## src/rtl/sad_accum.sv

```systemverilog
// sad_accum: sums each block of 2^N_LOG2 consecutive SAD results into a block
// SAD and presents it on a valid/ready output together with a wrapping block
// index. At most one block sum is buffered; input backpressure is applied only
// while that sum is pending and the consumer is not ready.
// Optional feature macro: SAD_ACCUM_MIN_EN (tracks the smallest block SAD and
// its index since reset/clr; when undefined, min_sum/min_idx are tied to 0).
module sad_accum #(
    parameter int W      = 8,
    parameter int N_LOG2 = 4,
    parameter int IDX_W  = 8,
    localparam int ACC_W = W + 2 + N_LOG2
) (
    input  logic             clk,
    input  logic             rst_n,
    input  logic             in_vld,
    input  logic [W+1:0]     in_data,
    output logic             in_rdy,
    input  logic             clr,
    output logic             out_vld,
    output logic [ACC_W-1:0] out_sum,
    output logic [IDX_W-1:0] out_idx,
    input  logic             out_rdy,
    output logic [ACC_W-1:0] min_sum,
    output logic [IDX_W-1:0] min_idx
);

    localparam logic [0:0] ACC  = 1'b0;
    localparam logic [0:0] FULL = 1'b1;

    logic [0:0]        state;
    logic [ACC_W-1:0]  acc;
    logic [N_LOG2-1:0] cnt;
    logic [IDX_W-1:0]  blk;

    logic              in_hs;
    logic              out_hs;
    logic              last;
    logic              done;
    logic              occupied_next;
    logic [ACC_W-1:0]  sum_next;

    // The accept decision never looks at in_vld, so the upstream pipeline can
    // use in_rdy to decide whether to advance without a combinational loop.
    assign in_rdy        = ~clr & ((state == ACC) | out_rdy);
    assign in_hs         = in_vld & in_rdy;
    assign out_hs        = out_vld & out_rdy;
    assign last          = (cnt == {N_LOG2{1'b1}});
    assign done          = in_hs & last;
    assign sum_next      = acc + ACC_W'(in_data);
    // The output register stays busy if a new block lands in it, or if the
    // sum already there is not taken this cycle.
    assign occupied_next = done | (out_vld & ~out_rdy);

    // Control: FULL whenever a block sum sits unconsumed in the output register.
    always_ff @(posedge clk or negedge rst_n) begin
        if (!rst_n) begin
            state <= ACC;
        end else if (clr) begin
            state <= ACC;
        end else begin
            state <= occupied_next ? FULL : ACC;
        end
    end

    // Running block accumulator, position within the block and block index.
    always_ff @(posedge clk or negedge rst_n) begin
        if (!rst_n) begin
            acc <= '0;
            cnt <= '0;
            blk <= '0;
        end else if (clr) begin
            acc <= '0;
            cnt <= '0;
            blk <= '0;
        end else if (in_hs) begin
            cnt <= cnt + N_LOG2'(1);
            if (last) begin
                acc <= '0;
                blk <= blk + IDX_W'(1);
            end else begin
                acc <= sum_next;
            end
        end
    end

    // Output register: a completing block overwrites whatever is presented, so
    // a same-cycle drain and refill leaves out_vld high with no bubble.
    always_ff @(posedge clk or negedge rst_n) begin
        if (!rst_n) begin
            out_vld <= 1'b0;
            out_sum <= '0;
            out_idx <= '0;
        end else if (clr) begin
            out_vld <= 1'b0;
        end else if (done) begin
            out_vld <= 1'b1;
            out_sum <= sum_next;
            out_idx <= blk;
        end else if (out_hs) begin
            out_vld <= 1'b0;
        end
    end

`ifdef SAD_ACCUM_MIN_EN
    logic [ACC_W-1:0] min_sum_q;
    logic [IDX_W-1:0] min_idx_q;

    // Minimum tracker: strict compare so a tie keeps the earlier block.
    always_ff @(posedge clk or negedge rst_n) begin
        if (!rst_n) begin
            min_sum_q <= '1;
            min_idx_q <= '0;
        end else if (clr) begin
            min_sum_q <= '1;
            min_idx_q <= '0;
        end else if (done && (sum_next < min_sum_q)) begin
            min_sum_q <= sum_next;
            min_idx_q <= blk;
        end
    end

    assign min_sum = min_sum_q;
    assign min_idx = min_idx_q;
`else
    assign min_sum = '0;
    assign min_idx = '0;
`endif

endmodule

```

## config.mk

```make
export PLATFORM = sky130hd
export DESIGN_NAME = sad_accum
export DESIGN_NICKNAME = d
export VERILOG_FILES = /design/src/rtl/sad_accum.sv
export SDC_FILE = /design/constraint.sdc
export NUM_CORES = 1
export LEC_CHECK = 0
export ABC_CLOCK_PERIOD_IN_PS = 6800
export BUFFER_PORTS_ARGS = -buffer_cell sky130_fd_sc_hd__buf_2
export CAP_MARGIN = 40
export CORE_UTILIZATION = 32
export DETAILED_ROUTE_END_ITERATION = 6
export SLEW_MARGIN = 10
export SYNTH_ARGS = -nofsm -noshare
export SYNTH_HDL_FRONTEND = slang
export SYNTH_SLANG_ARGS = --single-unit
```

## constraint.sdc

```tcl
create_clock -name clk -period 6.8 [get_ports clk]
set_clock_uncertainty 0.15 [all_clocks]
set_input_delay 1.36 -clock clk [delete_from_list [all_inputs] [get_ports clk]]
set_output_delay 1.36 -clock clk [all_outputs]
set_load 0.02 [all_outputs]
```

==> results of run 1 <==
[through the flow]
stage               std cells  instance area, um^2  util [%]
floorplan                 257                 2725         -
global placement          368                 2849     36.30
detailed placement        370                 2868     36.54
CTS                       378                 2962     37.74
global route              378                 2962     37.74
finish                    378                 2962     37.74
[layer usage]
layer	global-route usage, %	vias to the layer above	share of wire [%]
met1	15.88	869	47
met4	3.846	0	1.0
met5	0	-	0
met2	20.16	40	46
li1	-	862	-
met3	3.777	5	5.5
[layout by cell type, fill, tap and decap left out, types with 2 or more instances in the layout]
| master | n |
|---|---|
| sky130_fd_sc_hd__a21o_1 | 5 |
| sky130_fd_sc_hd__nand2b_1 | 3 |
| sky130_fd_sc_hd__xor2_1 | 11 |
| sky130_fd_sc_hd__clkbuf_8 | 5 |
| sky130_fd_sc_hd__o211ai_2 | 2 |
| sky130_fd_sc_hd__o21ai_0 | 5 |
| sky130_fd_sc_hd__nand3_1 | 2 |
| sky130_fd_sc_hd__and4_1 | 2 |
| sky130_fd_sc_hd__nor2_1 | 15 |
| sky130_fd_sc_hd__dfrtp_1 | 50 |
| sky130_fd_sc_hd__nand2_1 | 13 |
| sky130_fd_sc_hd__buf_2 | 38 |
| sky130_fd_sc_hd__inv_1 | 2 |
| sky130_fd_sc_hd__conb_1 | 22 |
| sky130_fd_sc_hd__nor4_1 | 2 |
| sky130_fd_sc_hd__mux2_2 | 18 |
| sky130_fd_sc_hd__buf_4 | 3 |
| sky130_fd_sc_hd__a22o_1 | 10 |
| sky130_fd_sc_hd__a21oi_1 | 13 |
| sky130_fd_sc_hd__and3_1 | 4 |
| sky130_fd_sc_hd__o21ai_1 | 2 |
| sky130_fd_sc_hd__xnor2_1 | 10 |
| sky130_fd_sc_hd__nand4_1 | 6 |
| sky130_fd_sc_hd__ha_1 | 12 |
[worst max-delay path: cells and delay by family]
family / cells / cell delay, ns
buffers and inverters: 2 / 0.47
and+or+nand+nor: 1 / 0.10
[kinds of logic after synthesis]
group / synth area share, %
muxes: 8.605
AOI/OAI and AO/OA: 11.77
DFF: 47.28
adders and majority gates: 6.430
buffers and inverters: 8.180
and+or+nand+nor: 10.64
other: 0.1417
xor gates and xnor gates: 6.950
[power by group through the flow]
stage / Sequential (mW) / Combinational [mW] / Clock (mW)
finish: 0.315 / 0.118 / 0.183
global route: 0.316 / 0.135 / 0.205
global placement: 0.320 / 0.114 / 0
CTS: 0.315 / 0.119 / 0.190
detailed placement: 0.320 / 0.118 / 0
floorplan: 0.319 / 0.0983 / 0
[final cells by class]
class                      count  share of cell area [%]
sequential                    50                   42.25
inverter                       2                  0.2535
timing repair buffer          42                   7.562
tap                          102                   4.309
clock inverter                 3                  0.8450
clock buffer                   5                   2.324
multi-input combinational    174                   42.46
[registers in the layout, summed over array words and instances, names as in the netlist]
| register | cells |
|---|---|
| blk | 8 |
| acc | 14 |
| out_sum | 14 |
| cnt | 4 |
| state | 1 |
| out_idx | 8 |
| out_vld | 1 |
[worst paths after layout]
kind	endpoint	slack [ns]
max	in_rdy	3.36
min reg2reg	blk[7]$_DFFE_PN0P_	0.34
min in group asynchronous	out_sum[8]$_DFFE_PN0P_	0.98
max reg2reg	out_sum[10]$_DFFE_PN0P_	4.35
max in group asynchronous	out_sum[4]$_DFFE_PN0P_	5.07
min	blk[7]$_DFFE_PN0P_	0.34
==> impl_metrics.yaml, run 1 <==
route:
  avgRoutedWirePerCell_um: 12.92
  num_vias: 1776
  drt_first_iter_violations: 60
  detail_route.first_pass.iterations: 2
  routed_via_density: 4.698
  wire_length_after_detailed_routing_mm: 4.884
  antenna_violating_nets_post_route: 0
  remaining_drc_errors: 0
worst_setup_path:
  critPathLaunchType: "input pin"
  critical_path_peak_fanout: 18
  worst_ep_required_time_ns: 5.29
  critPathLaunch: "clr"
  critPathMostFrequentCell: "sky130_fd_sc_hd__buf_2"
  critPathSlowestCell: "sky130_fd_sc_hd__buf_2"
  crit_path_end_kind: "primary output"
  cpPeakStageDelay_ns: 0.30
  cp_cell_sequence: "buf_2 > nor2b_1 > buf_2"
  reg2regPathDepth: 7
  reg2reg_from: "acc[0]$_DFFE_PN0P_"
  critical_setup_path_class: "in -> out"
  arrival_time_at_the_worst_endpoint_ns: 1.93
clocking:
  cts-buffers-inserted: 5
  insertion_delay_to_the_later_sink_of_the_worst_skew_pair_ns: 0.31
  clock_tree.htree_level_count: 2
  cts_tree: "built"
  cts-root-to-sink-buffers: 2
  cts_setup_buffers: 0
  cts-root-buf: "sky130_fd_sc_hd__clkbuf_8"
  clock_sink_count: 50
  clkSlewWorstSetupHoldPaths_ns: 0.10
  holdBufCountCts: 0
  cts-resized-gates: 0
power:
  pwr-share-seq_pct: 51.1
  ir_worst_vdd_mv: 0.09060
  power.share.clock_pct: 29.7
  power_density_nw_per_um2: 207.8
  netSwitchingPower_mw: 0.1890
  leakage_nw: 1.572
  power_mw: 0.6155
  pwr-share-comb_pct: 19.2
  internal_power_mw: 0.4265
  power_switching_share_pct: 30.71
global_route:
  global_route.usage.total_pct: 12.45
  grt-ovfl-total: 0
  grt_pass1_vias: 1714
  largest_net_degree_at_the_start_of_global_routing: 51
  wire_length_of_the_first_global_routing_pass_mm: 8.404
  grt_antenna_before_repair: 0
yosys:
  mean_area_per_synthesized_cell_um2: 11.21
  post-synth-top-area-cell: "sky130_fd_sc_hd__dfrtp_1"
  postSynthRegisterBits: 50
  ys.flop_type: "sky130_fd_sc_hd__dfrtp_1"
  synth.top_cell.area_share_pct: 47.28
  synth_edf_count: 0
  ys.warnings.count: 0
  synth_area_um2: 2646
  synth-seq-area-share_pct: 47.28
  postSynthCellCount: 236
  async_reset_ff_share_pct: 100.0
  synth.area.top_cells: "sky130_fd_sc_hd__dfrtp_1 47%, sky130_fd_sc_hd__mux2_2 7.7%, sky130_fd_sc_hd__buf_4 6.5%"
  yosys-top-cells-count: "50 x sky130_fd_sc_hd__dfrtp_1, 23 x sky130_fd_sc_hd__buf_4, 18 x sky130_fd_sc_hd__mux2_2, 15 x sky130_fd_sc_hd__nor2_1"
  yosysUniqueCellTypes: 41
  synth.most_common_cell: "sky130_fd_sc_hd__dfrtp_1"
hold_path:
  holdPathStages: 1
  worst_hold_startpoint: "blk[7]$_DFFE_PN0P_"
  holdCritPathClass: "reg -> reg"
sta:
  post-route-period-util_pct: 50.59
  final.setup.tns_ns: 0
  hold-worst-slack_ns: 0.3352
  worst_slack_ns: 3.360
  slew_headroom_pct: 57.06
  setup_violations: 0
  finalCriticalPeriod_ns: 3.440
  drv_slew: 0
  setup_repair_after_global_routing_missed_its_margin: "no"
  worst_pin_slew_ns: 0.6440
  max_clock_freq_mhz: 290.7
  finalHoldViolations: 0
floorplan:
  floorplan.rows: 32
  design.core.area_um2: 7848
  floorplan.initialDensity_pct: 33.72
  die_x_um: 92.94
  io_pins: 61
  die_height_um: 92.94
  fp.dieArea_um2: 8637
place:
  routabilityCongestion: 0.7952
  place.port_buffers: 38
  placement.setup.worst_slack_ns: 3.245
  dp.final_hpwl_mm: 3.436
finish:
  seqCellArea_um2: 1251
  multiInputGateArea_um2: 1257
  n_antenna_cell: 0
  final_layout_size_suffix_gt1_share_pct: 27.54
  fin_nets: 303
  areaGrowthSynthToFinish_pct: 11.91
  fillerInstances: 803
job:
  max_cap_viol_count: 0
status:
  outcome: "complete, no violations"
No activity file was read; power rests on OpenSTA's default activity.
==> run 2, diff against run 1 <==
- ABC_CLOCK_PERIOD_IN_PS: 6800 -> 3100
- clock period: 6.8 -> 3.1 ns (I/O delays scaled with it)
==> impl_metrics.yaml, run 2 (synthesis gave the netlist of run 1 again) <==
status:
  outcome: "complete, no violations"
route:
  remaining_drc_errors: 0
  num_vias: 1774
  wire_length_after_detailed_routing_mm: 4.842
  detail_route.first_pass.iterations: 4
  antenna_violating_nets_post_route: 0
  routed_via_density: 4.656
  avgRoutedWirePerCell_um: 12.71
  drt_first_iter_violations: 61
power:
  leakage_nw: 1.592
  power_density_nw_per_um2: 454.9
  ir_worst_vdd_mv: 0.1701
sta:
  drv_slew: 0
  setup_repair_after_global_routing_missed_its_margin: "no"
  post-route-period-util_pct: 81.11
  hold-worst-slack_ns: 0.3346
  finalCriticalPeriod_ns: 2.514
  max_clock_freq_mhz: 397.7
  worst_pin_slew_ns: 0.6024
  final.setup.tns_ns: 0
  slew_headroom_pct: 59.62
  setup_violations: 0
  finalHoldViolations: 0
finish:
  final_cell_mix: "50 x sky130_fd_sc_hd__dfrtp_1, 38 x sky130_fd_sc_hd__buf_2, 22 x sky130_fd_sc_hd__conb_1"
  final_layout_size_suffix_gt1_share_pct: 27.96
  biggestRegsByFlops: "acc (14), out_sum (14)"
  fin_nets: 306
  areaGrowthSynthToFinish_pct: 12.86
  n_antenna_cell: 0
  fillerInstances: 787
  mostFrequentLayoutCell: "sky130_fd_sc_hd__dfrtp_1"
worst_setup_path:
  critical_path_peak_fanout: 4
  critical_setup_path_class: "in -> reg"
  worst_path_dominant_cell_family: "compound AO/OA/AOI/OAI gates"
  critPathLaunchType: "input pin"
  crit_path_end_kind: "flip-flop"
  arrival_time_at_the_worst_endpoint_ns: 2.57
  cpPeakStageDelay_ns: 0.41
  cp_num_buf_inv: 1
  worst_ep_required_time_ns: 3.15
  critPathSlowestCell: "sky130_fd_sc_hd__fa_1"
  cp_cell_sequence: "buf_2 > ha_1 > fa_1 > a21o_1 > a221oi_2 > o211ai_2 > xor2_1 > mux2_4"
clocking:
  cts-root-buf: "sky130_fd_sc_hd__clkbuf_8"
  cts-root-to-sink-buffers: 2
  clock_tree.htree_level_count: 2
  insertion_delay_to_the_later_sink_of_the_worst_skew_pair_ns: 0.31
  cts-buffers-inserted: 5
  cts_setup_buffers: 0
  cts_tree: "built"
  clkSlewWorstSetupHoldPaths_ns: 0.10
  clock_sink_count: 50
global_route:
  largest_net_degree_at_the_start_of_global_routing: 26
  grt_pass1_vias: 1713
  grt_antenna_before_repair: 0
  wire_length_of_the_first_global_routing_pass_mm: 8.280
  grt-ovfl-total: 0
  global_route.usage.total_pct: 12.16
floorplan:
  die_x_um: 92.94
  floorplan.initialDensity_pct: 33.72
  design.core.area_um2: 7848
  floorplan.rows: 32
  fp.dieArea_um2: 8637
  die_height_um: 92.94
  io_pins: 61
hold_path:
  holdCritPathClass: "reg -> reg"
place:
  routabilityCongestion: 0.7375
  place.port_buffers: 38
  dp.final_hpwl_mm: 3.554
job:
  max_cap_viol_count: 0
## run 2: cell types whose count changed in the layout (fill, tap and decap cells not counted)
cell                            change
sky130_fd_sc_hd__clkinvlp_4         -1
sky130_fd_sc_hd__buf_4              +3
sky130_fd_sc_hd__inv_8              +1
sky130_fd_sc_hd__dlygate4sd3_1      +1
sky130_fd_sc_hd__buf_6              -1
## run 2: where the power goes
group | leakage [nW] | internal, mW | switching [mW]
registers | 0.690 | 0.674 | 0.0168
clock network | 0.0506 | 0.169 | 0.241
logic | 0.851 | 0.0989 | 0.159
total | 1.59 | 0.942 | 0.416
## run 2: stage by stage
step           setup WS [ns]  total power [mW]  util [%]  std cells  instance area, um^2
2_1_floorplan         0.5328            0.9154         -        257                 2725
3_3_place_gp          0.3044            0.9567     36.69        372                 2879
3_5_place_dp          0.2511            0.9615     36.69        372                 2879
4_1_cts               0.5858             1.379     38.06        381                 2987
5_1_grt               0.4991             1.438     38.06        381                 2987
6_report              0.5855             1.359     38.06        381                 2987
## run 2: what timing repair did
action,4_1_cts,5_1_grt
hold buffers,1,0
resized for setup,0,0
endpoints found under the hold margin,2,0
## run 2: cell type report
class / count / area, um^2 / share of cell area, %
Clock buffer: 5 / 68.82 / 2.304
Tap cell: 102 / 127.6 / 4.273
Inverter: 2 / 7.507 / 0.2514
Multi-Input combinational cell: 174 / 1257 / 42.10
Sequential cell: 50 / 1251 / 41.89
Timing Repair Buffer: 45 / 245.2 / 8.211
Clock inverter: 3 / 28.78 / 0.9636
## run 2: per-layer routing
layer	vias up	track usage [%]	share of wire, %
met2	42	18.81	46
met3	6	3.859	5.5
li1	867	-	-
met1	859	15.93	47
met4	0	4.231	1.5
met5	-	0	0
## run 2: final timing paths
path	slack, ns	from	to	cells past startpoint
max in group asynchronous	1.81	rst_n	blk[0]$_DFFE_PN0P_	3
worst max register to register	0.61	acc[0]$_DFFE_PN0P_	out_sum[10]$_DFFE_PN0P_	7
worst min-delay path	0.33	blk[7]$_DFFE_PN0P_	blk[7]$_DFFE_PN0P_	1
worst max-delay path	0.59	in_data[0]	out_sum[10]$_DFFE_PN0P_	8
worst min register to register	0.33	blk[7]$_DFFE_PN0P_	blk[7]$_DFFE_PN0P_	1
min in group asynchronous	0.48	rst_n	out_sum[7]$_DFFE_PN0P_	2
==> run 3, diff against run 2 <==
- ABC_CLOCK_PERIOD_IN_PS: 3100 -> 2400
- clock period: 3.1 -> 2.4 ns (I/O delays scaled with it)
==> impl_metrics.yaml, run 3 (synthesis gave the netlist of run 1 again) <==
worst_setup_path:
  crit_path_end_kind: "flip-flop"
  critPathLaunchType: "flip-flop"
  critical_setup_path_class: "reg -> reg"
  worst_ep_required_time_ns: 2.44
  critical_path_peak_fanout: 4
  arrival_time_at_the_worst_endpoint_ns: 2.38
place:
  place.port_buffers: 38
  routabilityCongestion: 0.7403
  dp.final_hpwl_mm: 3.668
  placed_cell_area_um2: 2954
  placement.setup.worst_slack_ns: -0.2507
hold_path:
  holdCritPathClass: "in -> reg"
finish:
  n_antenna_cell: 0
  multiInputGateArea_um2: 1274
  seqCellArea_um2: 1251
  finalCoreUtilization_pct: 39.35
  biggestRegsByFlops: "acc (14), out_sum (14)"
  post_route_cell_area_um2: 3088
  fillerInstances: 785
  areaGrowthSynthToFinish_pct: 16.69
  final_layout_size_suffix_gt1_share_pct: 31.14
  final_cell_mix: "50 x sky130_fd_sc_hd__dfrtp_1, 38 x sky130_fd_sc_hd__buf_2, 22 x sky130_fd_sc_hd__conb_1"
  mostFrequentLayoutCell: "sky130_fd_sc_hd__dfrtp_1"
  fin_nets: 316
global_route:
  grt-ovfl-total: 0
  wire_length_of_the_first_global_routing_pass_mm: 8.328
  grt_antenna_before_repair: 0
  largest_net_degree_at_the_start_of_global_routing: 22
  global_route.usage.total_pct: 12.27
  grt_pass1_vias: 1728
power:
  power_density_nw_per_um2: 577.1
  leakage_nw: 1.639
  ir_worst_vdd_mv: 0.2615
  power_mw: 1.782
clocking:
  cts-root-buf: "sky130_fd_sc_hd__clkbuf_8"
  insertion_delay_to_the_later_sink_of_the_worst_skew_pair_ns: 0.31
  cts-root-to-sink-buffers: 2
  cts-buffers-inserted: 5
  clock_sink_count: 50
  clkSlewWorstSetupHoldPaths_ns: 0.10
  cts_tree: "built"
  clock_tree.htree_level_count: 2
sta:
  worst_slack_ns: 0.05630
  setup_violations: 0
  setup_repair_after_global_routing_missed_its_margin: "yes"
  max_clock_freq_mhz: 426.7
  drv_slew: 0
  finalCriticalPeriod_ns: 2.344
  finalHoldViolations: 0
  hold-worst-slack_ns: 0.3453
  post-route-period-util_pct: 97.65
floorplan:
  design.core.area_um2: 7848
  floorplan.initialDensity_pct: 33.72
  die_x_um: 92.94
  fp.dieArea_um2: 8637
  die_height_um: 92.94
  floorplan.rows: 32
  io_pins: 61
route:
  wire_length_after_detailed_routing_mm: 4.958
  num_vias: 1801
  avgRoutedWirePerCell_um: 12.68
  drt_first_iter_violations: 56
  routed_via_density: 4.606
  antenna_violating_nets_post_route: 0
  detail_route.first_pass.iterations: 4
  remaining_drc_errors: 0
job:
  max_cap_viol_count: 0
status:
  outcome: "complete, no violations"
-- run 3: changes by cell type in the layout (fill, tap and decap cells not counted), sizes merged --
| cell | before | now |
|---|---|---|
| buf | 44 | 54 |
-- run 3: area by class of cell --
class | instances | share of cell area, %
repair buffers | 55 | 10.78
inverters | 2 | 0.2431
clock inverters | 3 | 0.8509
multi-input cells | 174 | 41.25
flip-flops and latches | 50 | 40.52
clock buffers | 5 | 2.229
well taps | 102 | 4.133
-- run 3: power by group --
| part | internal, mW | total, mW | switching, mW |
|---|---|---|---|
| clock | 0.215 | 0.523 | 0.307 |
| combinational | 0.153 | 0.367 | 0.215 |
| sequential | 0.871 | 0.892 | 0.0211 |
-- run 3: layer usage --
metal | global-route usage [%] | up-vias | part of all wire, %
met3 | 2.874 | 5 | 5.4
met5 | 0 | - | 0
li1 | - | 889 | -
met4 | 3.205 | 0 | 0.85
met2 | 19.91 | 51 | 47
met1 | 16.37 | 856 | 47
-- run 3: per-stage QoR --
step,setup TNS (ns),instances
2_1_floorplan,0,257
3_3_place_gp,-0.7137,380
3_5_place_dp,-1.046,380
4_1_cts,0,389
5_1_grt,-0.05035,391
6_report,0,391
-- run 3: worst paths after layout --
kind | startpoint | to | slack [ns] | cells past startpoint
max in group asynchronous | rst_n | out_sum[1]$_DFFE_PN0P_ | 1.00 | 3
setup / recovery | acc[0]$_DFFE_PN0P_ | out_sum[10]$_DFFE_PN0P_ | 0.06 | 7
min in group asynchronous | rst_n | out_sum[3]$_DFFE_PN0P_ | 0.51 | 2
setup reg to reg | acc[0]$_DFFE_PN0P_ | out_sum[10]$_DFFE_PN0P_ | 0.06 | 7
hold / removal | out_rdy | state$_DFF_PN0_ | 0.35 | 3
hold reg to reg | blk[7]$_DFFE_PN0P_ | blk[7]$_DFFE_PN0P_ | 0.35 | 1
-- run 3: worst max-delay path: stages (launching register included) --
cell                       delay (ns)
sky130_fd_sc_hd__dfrtp_1         0.40
sky130_fd_sc_hd__ha_2            0.19
sky130_fd_sc_hd__fa_2            0.35
sky130_fd_sc_hd__a21o_1          0.23
sky130_fd_sc_hd__a221oi_4        0.31
sky130_fd_sc_hd__o211ai_2        0.17
sky130_fd_sc_hd__xor2_1          0.17
sky130_fd_sc_hd__mux2_4          0.26
-- run 3: repair_timing --
item / 4_1_cts / 5_1_grt
setup buffers: 0 / 2
hold buffers: 1 / 0
endpoints found under the hold margin: 19 / 0
resized for setup: 1 / 1
pin swaps: 1 / 3
setup endpoints to repair: 2 / 3
